**src/rtl/pwm_pkg.sv**
```systemverilog
// Shared constants, types and helpers for the PWM bank.
package pwm_pkg;

  localparam int unsigned RATIO_W_DEF    = 8;
  localparam int unsigned PRESCALE_W_DEF = 16;
  localparam int unsigned RATIO_FULL_DEF = (1 << RATIO_W_DEF) - 1;

  // How a channel's active ratio moves at a period boundary.
  typedef enum logic [1:0] {
    SLEW_OFF  = 2'd0,
    SLEW_SNAP = 2'd1,
    SLEW_UP   = 2'd2,
    SLEW_DOWN = 2'd3
  } slew_e;

  // Full-scale ratio (period length in ticks) for a given ratio width.
  function automatic int unsigned ratio_full(input int unsigned w);
    return (1 << w) - 1;
  endfunction

  // Bits needed to index n channels.
  function automatic int unsigned ch_idx_w(input int unsigned n);
    int unsigned r;
    r = 0;
    while ((1 << r) < n) r++;
    return (r == 0) ? 1 : r;
  endfunction

endpackage

```
**src/rtl/pwm_channel.sv**
```systemverilog
// One PWM channel: target/active ratio, slew limiting, output register, done pulse.
module pwm_channel
  import pwm_pkg::*;
#(
  parameter int unsigned RATIO_W = RATIO_W_DEF
) (
  input  logic               clock,
  input  logic               reset_n,
  input  logic               i_wr,
  input  logic [RATIO_W-1:0] i_wr_data,
  input  logic               i_enable,
  input  logic               i_boundary,
  input  logic [RATIO_W-1:0] i_count,
  input  logic [RATIO_W-1:0] i_slew_step,
  output logic               o_pwm,
  output logic               o_done
);

  logic [RATIO_W-1:0] r_target;
  logic [RATIO_W-1:0] r_active;
  logic               r_pwm;
  logic               r_done;
  logic [RATIO_W-1:0] w_diff;
  logic [RATIO_W-1:0] w_next;
  slew_e              w_mode;

  // Decide how the active ratio moves at the next boundary.
  always_comb begin
    w_diff = (r_target >= r_active) ? (r_target - r_active) : (r_active - r_target);
    if (!i_enable)
      w_mode = SLEW_OFF;
    else if ((i_slew_step == '0) || (w_diff <= i_slew_step))
      w_mode = SLEW_SNAP;
    else if (r_target > r_active)
      w_mode = SLEW_UP;
    else
      w_mode = SLEW_DOWN;
  end

  // Candidate active ratio; a step never overshoots since |diff| > step here.
  always_comb begin
    w_next = r_active;
    case (w_mode)
      SLEW_OFF:  w_next = '0;
      SLEW_SNAP: w_next = r_target;
      SLEW_UP:   w_next = r_active + i_slew_step;
      SLEW_DOWN: w_next = r_active - i_slew_step;
      default:   w_next = r_active;
    endcase
  end

  // Target capture, boundary-only active update, registered output and done pulse.
  always_ff @(posedge clock or negedge reset_n) begin
    if (!reset_n) begin
      r_target <= '0;
      r_active <= '0;
      r_pwm    <= 1'b0;
      r_done   <= 1'b0;
    end else begin
      if (i_wr)
        r_target <= i_wr_data;
      if (i_boundary)
        r_active <= w_next;
      r_done <= i_boundary && (w_mode == SLEW_SNAP) && (r_target != r_active);
      r_pwm  <= i_enable && (i_count < r_active);
    end
  end

  assign o_pwm  = r_pwm;
  assign o_done = r_done;

endmodule

```
**src/rtl/pwm_bank.sv**
```systemverilog
// N-channel PWM bank: shared prescaler and period counter, write decode, per-channel slices.
module pwm_bank
  import pwm_pkg::*;
#(
  parameter int unsigned NUM_CH     = 12,
  parameter int unsigned RATIO_W    = RATIO_W_DEF,
  parameter int unsigned PRESCALE_W = PRESCALE_W_DEF,
  parameter int unsigned ADDR_W     = 5
) (
  input  logic                  clock,
  input  logic                  reset_n,
  input  logic                  wr_en,
  input  logic [ADDR_W-1:0]     wr_addr,
  input  logic [RATIO_W-1:0]    wr_data,
  input  logic [NUM_CH-1:0]     ch_enable,
  input  logic [PRESCALE_W-1:0] prescale,
  input  logic [RATIO_W-1:0]    slew_step,
  output logic [NUM_CH-1:0]     pwm_out,
  output logic                  period_start,
  output logic [NUM_CH-1:0]     update_done
);

  localparam logic [RATIO_W-1:0] CNT_LAST = RATIO_W'(ratio_full(RATIO_W) - 1);

  logic [PRESCALE_W-1:0] r_presc;
  logic [RATIO_W-1:0]    r_count;
  logic                  r_period_start;
  logic                  w_tick;
  logic                  w_wrap;
  logic                  w_boundary;
  logic [NUM_CH-1:0]     w_wr_sel;

  // Tick and boundary; >= lets a lowered prescale take effect without wrapping.
  always_comb begin
    w_tick     = (r_presc >= prescale);
    w_wrap     = (r_count == CNT_LAST);
    w_boundary = w_tick && w_wrap;
  end

  // Prescaler, period counter and period-start pulse.
  always_ff @(posedge clock or negedge reset_n) begin
    if (!reset_n) begin
      r_presc        <= '0;
      r_count        <= '0;
      r_period_start <= 1'b0;
    end else begin
      r_presc <= w_tick ? '0 : (r_presc + PRESCALE_W'(1));
      if (w_tick)
        r_count <= w_wrap ? '0 : (r_count + RATIO_W'(1));
      r_period_start <= w_boundary;
    end
  end

  // Write decode; out-of-range addresses match no channel.
  always_comb begin
    w_wr_sel = '0;
    for (int unsigned i = 0; i < NUM_CH; i++)
      w_wr_sel[i] = wr_en && (wr_addr == ADDR_W'(i));
  end

  for (genvar g = 0; g < NUM_CH; g++) begin : g_ch
    pwm_channel #(.RATIO_W(RATIO_W)) u_ch (
      .clock       (clock),
      .reset_n     (reset_n),
      .i_wr        (w_wr_sel[g]),
      .i_wr_data   (wr_data),
      .i_enable    (ch_enable[g]),
      .i_boundary  (w_boundary),
      .i_count     (r_count),
      .i_slew_step (slew_step),
      .o_pwm       (pwm_out[g]),
      .o_done      (update_done[g])
    );
  end

  assign period_start = r_period_start;

endmodule

```
**config.mk**
```make
export PLATFORM = sky130hd
export DESIGN_NAME = pwm_bank
export DESIGN_NICKNAME = d
export VERILOG_FILES = /design/src/rtl/pwm_pkg.sv /design/src/rtl/pwm_channel.sv /design/src/rtl/pwm_bank.sv
export SDC_FILE = /design/constraint.sdc
export NUM_CORES = 1
export LEC_CHECK = 0
export CAP_MARGIN = 10
export CORE_MARGIN = 3
export CORE_UTILIZATION = 60
export DETAILED_ROUTE_END_ITERATION = 10
export HOLD_SLACK_MARGIN = 0.15
export PLACE_DENSITY = 0.78
export SETUP_SLACK_MARGIN = 0.3
export SLEW_MARGIN = 10
export SYNTH_ARGS = -nofsm -noshare
export SYNTH_HDL_FRONTEND = slang
export SYNTH_HIERARCHICAL = 1
export SYNTH_SLANG_ARGS = --single-unit
```
**constraint.sdc**
```tcl
create_clock -name clock -period 8.92 [get_ports clock]
set_input_delay 2.23 -clock clock [delete_from_list [all_inputs] [get_ports clock]]
set_output_delay 2.23 -clock clock [all_outputs]
set_load 0.01 [all_outputs]
```
==> results of run 1 <==
layout make-up:
cell class | instances | area share (%)
Tap cell | 592 | 2.50
Antenna cell | 1 | 0.00845
Timing Repair Buffer | 119 | 3.72
Clock inverter | 14 | 0.650
Clock buffer | 44 | 3.31
Inverter | 404 | 5.12
Sequential cell | 241 | 20.4
Multi-Input combinational cell | 2413 | 64.3
worst min-delay path by stage:
stage | end | slack, ns
floorplan | r_presc[0] | 0.47
global placement | r_presc[0] | 0.50
detailed placement | r_presc[0] | 0.51
CTS | r_presc[0] | 0.52
global route | r_presc[0] | 0.56
finish | r_presc[0] | 0.52
layer usage:
metal	track usage (%)	routed length [µm]
met5	0	13
met4	18.0	4320
met3	4.53	5930
met2	53.3	35600
met1	42.1	32700
Yosys cell counts, types with 36 or more instances:
cell type	n
a21oi_1	266
inv_1	403
fa_1	36
nand2b_1	39
ha_1	475
xnor2_1	211
a21o_1	155
dfrtp_1	241
a31oi_1	57
clkbuf_1	42
nor2_1	151
nand3_1	101
o21ai_0	90
o21ai_1	52
nand4_1	54
nand2_1	165
o22ai_1	80
mux2i_1	49
o21bai_1	37
cell families after synthesis:
family	synth area share, %
AOI/OAI and AO/OA	21.9
and+or+nand+nor	12.0
adders and majority gates	24.7
DFF	22.3
muxes	4.03
xor gates and xnor gates	7.92
buffers and inverters	7.05
layout by cell type (no fill, tap or decap), types with 24 or more instances in the layout:
cell type	n
o21bai_1	37
nand4_1	54
xnor2_1	211
clkbuf_16	35
nand3_1	101
or2_2	24
buf_4	40
o31ai_1	24
o22ai_1	80
fa_1	36
nor3_1	28
mux2i_1	49
ha_1	475
nor2_1	150
nand2b_1	39
o21ai_1	52
clkdlybuf4s50_1	70
xor2_1	33
mux2_2	30
a21oi_1	266
a21o_1	155
a31oi_1	57
o21ai_0	90
dfrtp_1	241
nand2_1	165
inv_1	403
per-stage QoR:
step	util, %	instance area, µm²	power [mW]
4_1_cts	66.8	29600	5.92
3_5_place_dp	64.2	28400	4.44
6_report	66.8	29600	5.95
2_1_floorplan	-	27000	3.74
3_3_place_gp	64.2	28400	4.32
5_1_grt	66.8	29600	6.38
power breakdown:
| group | internal (mW) | leakage [nW] | switching [mW] |
|---|---|---|---|
| logic | 1.37 | 11.5 | 1.82 |
| clock network | 0.891 | 0.570 | 0.549 |
| registers | 1.21 | 2.56 | 0.110 |
flip-flops by register name, indices dropped and copies added, names as in the netlist:
name,count
g_ch.u_ch/r_active,96
g_ch.u_ch/r_target,96
r_presc,16
g_ch.u_ch/o_done,12
g_ch.u_ch/o_pwm,12
r_count,8
period_start,1
==> flow_summary.json, run 1 <==
{
  "drt_wl_total_um": 78600,
  "cp.depth": 17,
  "fp.dieH_um": 218,
  "core-area_mm2": 0.0443,
  "syn_inst": 3124,
  "path_clk_slew_ns": 0.06,
  "routabilityCongestion": 0.953,
  "ir_drop_mv": 0.172,
  "drtAntennaViolNets": 0,
  "path_class": "in2reg",
  "drtIter0Drc": 2039,
  "setup_violations": 0,
  "ios": 77,
  "overflow": 0,
  "antenna_found_initial": 3,
  "nFillCells": 3697,
  "max_stage_delay_ns": 1.41,
  "cts_tree": "yes",
  "grt_use_total_pct": 32.7,
  "initial_core_util_pct": 60.9,
  "routedWlPerCell_um": 20.5,
  "area_growth_pct": 9.77,
  "multi_input_area_mm2": 0.0191,
  "portBuffers": 76,
  "syn_nets": 3687,
  "rsz0062_at_grt": "no",
  "timing.critical_path.buf_inv": 2,
  "rr_worst_depth": 26,
  "die_x_um": 218,
  "cts_hold_buf": 0,
  "cts_sinks": 241,
  "post-cts-setup-buffers": 0,
  "cp-endpoint": "g_ch[0].u_ch/r_active[5]",
  "final_hold_viol_count": 0,
  "vias_per_cell": 6.31,
  "die_area_mm2": 0.0476,
  "insertion_delay_ns": 0.56,
  "slowest_stage": "clkdlybuf4s50_1",
  "crit_chain": "clkdlybuf4s50_1 -> inv_1 -> ha_1 -> o21ai_1 -> a21oi_1 -> o21bai_1 -> a31oi_2 -> nand3_1 -> o31ai_1 -> xnor2_1 -> ha_1 -> and3_1 -> a21oi_1 -> nand3_1 -> xor2_1 -> a21oi_1 -> o22ai_1",
  "period_needed_ns": 7.05,
  "fin_setup_tns_ns": 0,
  "fmax_mhz": 142,
  "numCtsBuffers": 34,
  "endpoint_kind": "register",
  "cp_max_fo": 18,
  "worstHoldPathCells": 1,
  "r2r_start": "g_ch[10].u_ch/r_target[0]",
  "num_vias": 24146,
  "post_cts_resize_count": 0,
  "ff_latch_area_mm2": 0.00603,
  "worst_slew_pin_slew_ns": 1.40,
  "cts_root_buf": "clkbuf_16",
  "worstPathRequired_ns": 9.33,
  "r2r_slack_ns": 2.56,
  "holdWs_ns": 0.520,
  "outcome": "finished, final reports clean",
  "p_per_area_mw_per_mm2": 201,
  "grt_max_degree": 143,
  "core.rowCount": 77,
  "pre_cts_slack_ns": 1.53,
  "yosysTopAreaCellShare_pct": 22.3,
  "cts_buffer_depth": 3,
  "grt_pass1_wl_um": 125000,
  "cts_max_level": 2,
  "synth_seq_cells": 241,
  "p_leak_nw": 14.6,
  "min-delay-path-class": "reg2reg",
  "min_from": "r_presc[0]",
  "fin_crit_sh_pct": 79.1,
  "syn-mean-instance-area_um2": 8.64,
  "nets": 3776,
  "synthFlopType": "dfrtp_1",
  "dpl.hpwl_um": 55500,
  "drv_cap": 0,
  "yosys_warnings": 6,
  "critPathLaunch": "slew_step[3]",
  "drv_slew": 0,
  "syn_area_mm2": 0.0270,
  "layout-drive-gt1-share_pct": 6.92,
  "arrival_ns": 7.46,
  "relSlewSlack_pct": 6.10,
  "synth_edf_count": 0,
  "final.setup.worst_slack_ns": 1.87,
  "first_pass_iters": 8,
  "dp.cells": 3769,
  "path_delay_family": "buffers and inverters",
  "reg2reg_to": "g_ch[10].u_ch/r_active[6]",
  "start_kind": "input pin",
  "grt_pass1_vias": 24024,
  "drt_drc_violations_left": 0,
  "instances_no_fill": 3828,
  "async_flop_share_pct": 100,
  "synth_top_cell_by_area": "dfrtp_1",
  "cpMostUsedCell": "a21oi_1",
  "synth_seq_area_share_pct": 22.3,
  "fin_worst_skew_ns": 0.0165,
  "synth.distinct_cells": 67,
  "synth.area.top_cells": "dfrtp_1, ha_1, xnor2_1"
}
(Power assumes the default switching activity.)
==> run 2: changes to the inputs <==
--- a/config.mk
+++ b/config.mk
@@ -7,10 +7,10 @@
 export LEC_CHECK = 0
 export CAP_MARGIN = 10
 export CORE_MARGIN = 3
-export CORE_UTILIZATION = 60
+export CORE_UTILIZATION = 58
 export DETAILED_ROUTE_END_ITERATION = 10
 export HOLD_SLACK_MARGIN = 0.15
-export PLACE_DENSITY = 0.78
+export PLACE_DENSITY = 0.79
 export SETUP_SLACK_MARGIN = 0.3
 export SLEW_MARGIN = 10
 export SYNTH_ARGS = -nofsm -noshare
==> constraint.sdc (replaced) <==
create_clock -name clock -period 5.8 [get_ports clock]
set_input_delay 1.45 -clock clock [delete_from_list [all_inputs] [get_ports clock]]
set_output_delay 1.45 -clock clock [all_outputs]
set_load 0.01 [all_outputs]
==> run 2 against run 1 <==
Net effect:
- combinational power rose by 68%
- critical path type is now reg2reg
- register-to-register slack got worse by 2.2 ns
- wire length rose by 1.8%
- total power rose by 57%
- core utilization rose by 0.40 points
- final area rose by 3.7%
==> flow_summary.json, run 2 (synthesis gave the netlist of run 1 again) <==
{
  "worst_slew_pin_slew_ns": 1.30,
  "drtAntennaViolNets": 0,
  "fin_crit_sh_pct": 93.5,
  "antenna_cells": 0,
  "routedWlPerCell_um": 20.4,
  "vias_per_cell": 6.18,
  "outcome": "finished, final reports clean",
  "grt_pass1_vias": 24022,
  "drt_wl_total_um": 80000,
  "grt_use_total_pct": 31.2,
  "numCtsBuffers": 30,
  "insertion_delay_ns": 0.59,
  "cts_max_level": 1,
  "layout-drive-gt1-share_pct": 11.4,
  "fin_worst_skew_ns": 0.0226,
  "die_x_um": 222,
  "fmax_mhz": 184,
  "dpl.hpwl_um": 55700,
  "r2r_start": "g_ch[5].u_ch/r_active[1]",
  "cts_sinks": 241,
  "final_cell_mix": "ha_1, inv_1, a21oi_1, dfrtp_1, xnor2_1",
  "dp.cells": 3787,
  "num_vias": 24222,
  "hold_end": "r_presc[0]",
  "drv_cap": 0,
  "ios": 77,
  "first_pass_iters": 5,
  "cts_buffer_depth": 3,
  "area_growth_pct": 13.8,
  "cts_hold_buf": 0,
  "die_area_mm2": 0.0492,
  "final_hold_viol_count": 0,
  "start_kind": "register",
  "relSlewSlack_pct": 13.2,
  "reg2reg_to": "g_ch[5].u_ch/r_active[6]",
  "antenna_found_initial": 1,
  "cts_tree": "yes",
  "grt_pass1_wl_um": 126000,
  "nets": 3857,
  "total_power_mw": 9.33,
  "setup_violations": 0,
  "p_leak_nw": 15.1,
  "core.rowCount": 78,
  "endpoint_kind": "register",
  "worstPathRequired_ns": 6.27,
  "grt_max_degree": 91,
  "final_common_cell": "ha_1",
  "drv_slew": 0,
  "portBuffers": 76,
  "initial_core_util_pct": 59.1,
  "cp_max_fo": 5,
  "path_class": "reg2reg",
  "period_needed_ns": 5.42,
  "min_from": "r_presc[0]",
  "core-area_mm2": 0.0457,
  "overflow": 0,
  "min-delay-path-class": "reg2reg",
  "drtIter0Drc": 2172,
  "arrival_ns": 5.89,
  "rr_worst_depth": 23,
  "top_regs": "g_ch.u_ch/r_active (96), g_ch.u_ch/r_target (96), r_presc (16)",
  "r2r_slack_ns": 0.38,
  "path_clk_slew_ns": 0.07,
  "ir_drop_mv": 0.240,
  "p_per_area_mw_per_mm2": 304,
  "cts_root_buf": "clkbuf_16",
  "routabilityCongestion": 0.947,
  "instances_no_fill": 3917,
  "fin_setup_tns_ns": 0,
  "final.setup.worst_slack_ns": 0.377,
  "pre_cts_slack_ns": 0.267,
  "worstHoldPathCells": 1,
  "holdWs_ns": 0.507,
  "fp.dieH_um": 222,
  "rsz0062_at_grt": "no",
  "drt_drc_violations_left": 0
}
[run 2: cell count changes in the layout (fill, tap and decap cells not counted), sizes merged, moves of 2 or more]
| cell | delta |
|---|---|
| buf | +84 |
| clkbuf | -4 |
| clkinv | +2 |
| clkinvlp | +2 |
| inv | -2 |
[run 2: report_power, final]
group / internal [mW] / total [mW] / switching, mW
clock: 1.13 / 1.93 / 0.792
sequential: 1.87 / 2.03 / 0.166
combinational: 2.40 / 5.37 / 2.97
total: 5.40 / 9.33 / 3.93
[run 2: layout make-up]
| type | instances | area (µm²) |
|---|---|---|
| Inverter | 404 | 1520 |
| Clock buffer | 40 | 830 |
| Clock inverter | 15 | 163 |
| Tap cell | 600 | 751 |
| Sequential cell | 241 | 6030 |
| Multi-Input combinational cell | 2413 | 19500 |
| Fill cell | 3641 | 15000 |
| Timing Repair Buffer | 204 | 1870 |
[run 2: repair_timing]
item,CTS,global route
pin swaps,0,90
endpoints found under the hold margin,0,0
cloned,0,0
gates resized for setup,8,100
endpoints found under the setup margin,8,53
buffers inserted,2,73
[run 2: how the worst max path moves through the flow]
stage                     cells past startpoint                startpoint                  endpoint  slack [ns]
final                                        23  g_ch[5].u_ch/r_active[1]  g_ch[5].u_ch/r_active[6]        0.38
after global routing                         23  g_ch[5].u_ch/r_active[1]  g_ch[5].u_ch/r_active[6]        0.18
after CTS                                    25  g_ch[4].u_ch/r_target[0]  g_ch[4].u_ch/r_active[6]        0.31
after detailed placement                     26  g_ch[5].u_ch/r_target[0]  g_ch[5].u_ch/r_active[6]        0.27
after global placement                       26  g_ch[4].u_ch/r_target[0]  g_ch[4].u_ch/r_active[6]        0.36
after floorplan                              25  g_ch[1].u_ch/r_target[0]  g_ch[1].u_ch/r_active[6]        0.55
[run 2: worst max-delay path, cell delays in order (launching register included)]
cell	delay, ns
dfrtp_1	0.45
inv_1	0.19
fa_2	0.42
a21o_1	0.20
a211oi_4	0.28
o21ai_4	0.12
mux2_4	0.32
a221o_1	0.30
a31oi_1	0.23
xnor2_1	0.12
ha_1	0.33
nand4_1	0.14
o21bai_1	0.20
a31oi_2	0.24
buf_4	0.16
a31oi_1	0.10
xnor2_1	0.16
ha_1	0.36
a21o_1	0.19
a21oi_2	0.17
o21ai_1	0.08
a21oi_1	0.18
xnor2_1	0.08
a41o_1	0.24
[run 2: per-stage QoR]
step,util [%],instance area (µm²)
finish,67.2,30700
global route,67.2,30700
CTS,65.0,29700
detailed placement,62.7,28600
global placement,62.7,28600
floorplan,-,27000
[run 2: layer usage]
metal,part of all wire [%],global-route usage [%]
met1,43,41.9
met2,46,51.1
met3,7.0,3.72
met4,4.7,13.1
met5,0.019,0
==> run 3: changes to the inputs <==
--- a/config.mk
+++ b/config.mk
@@ -12,7 +12,6 @@
 export HOLD_SLACK_MARGIN = 0.15
 export PLACE_DENSITY = 0.79
 export SETUP_SLACK_MARGIN = 0.3
-export SLEW_MARGIN = 10
 export SYNTH_ARGS = -nofsm -noshare
 export SYNTH_HDL_FRONTEND = slang
 export SYNTH_HIERARCHICAL = 1
==> results of run 3 <==
Final layout, timing and power as in run 2 (identical DEF).
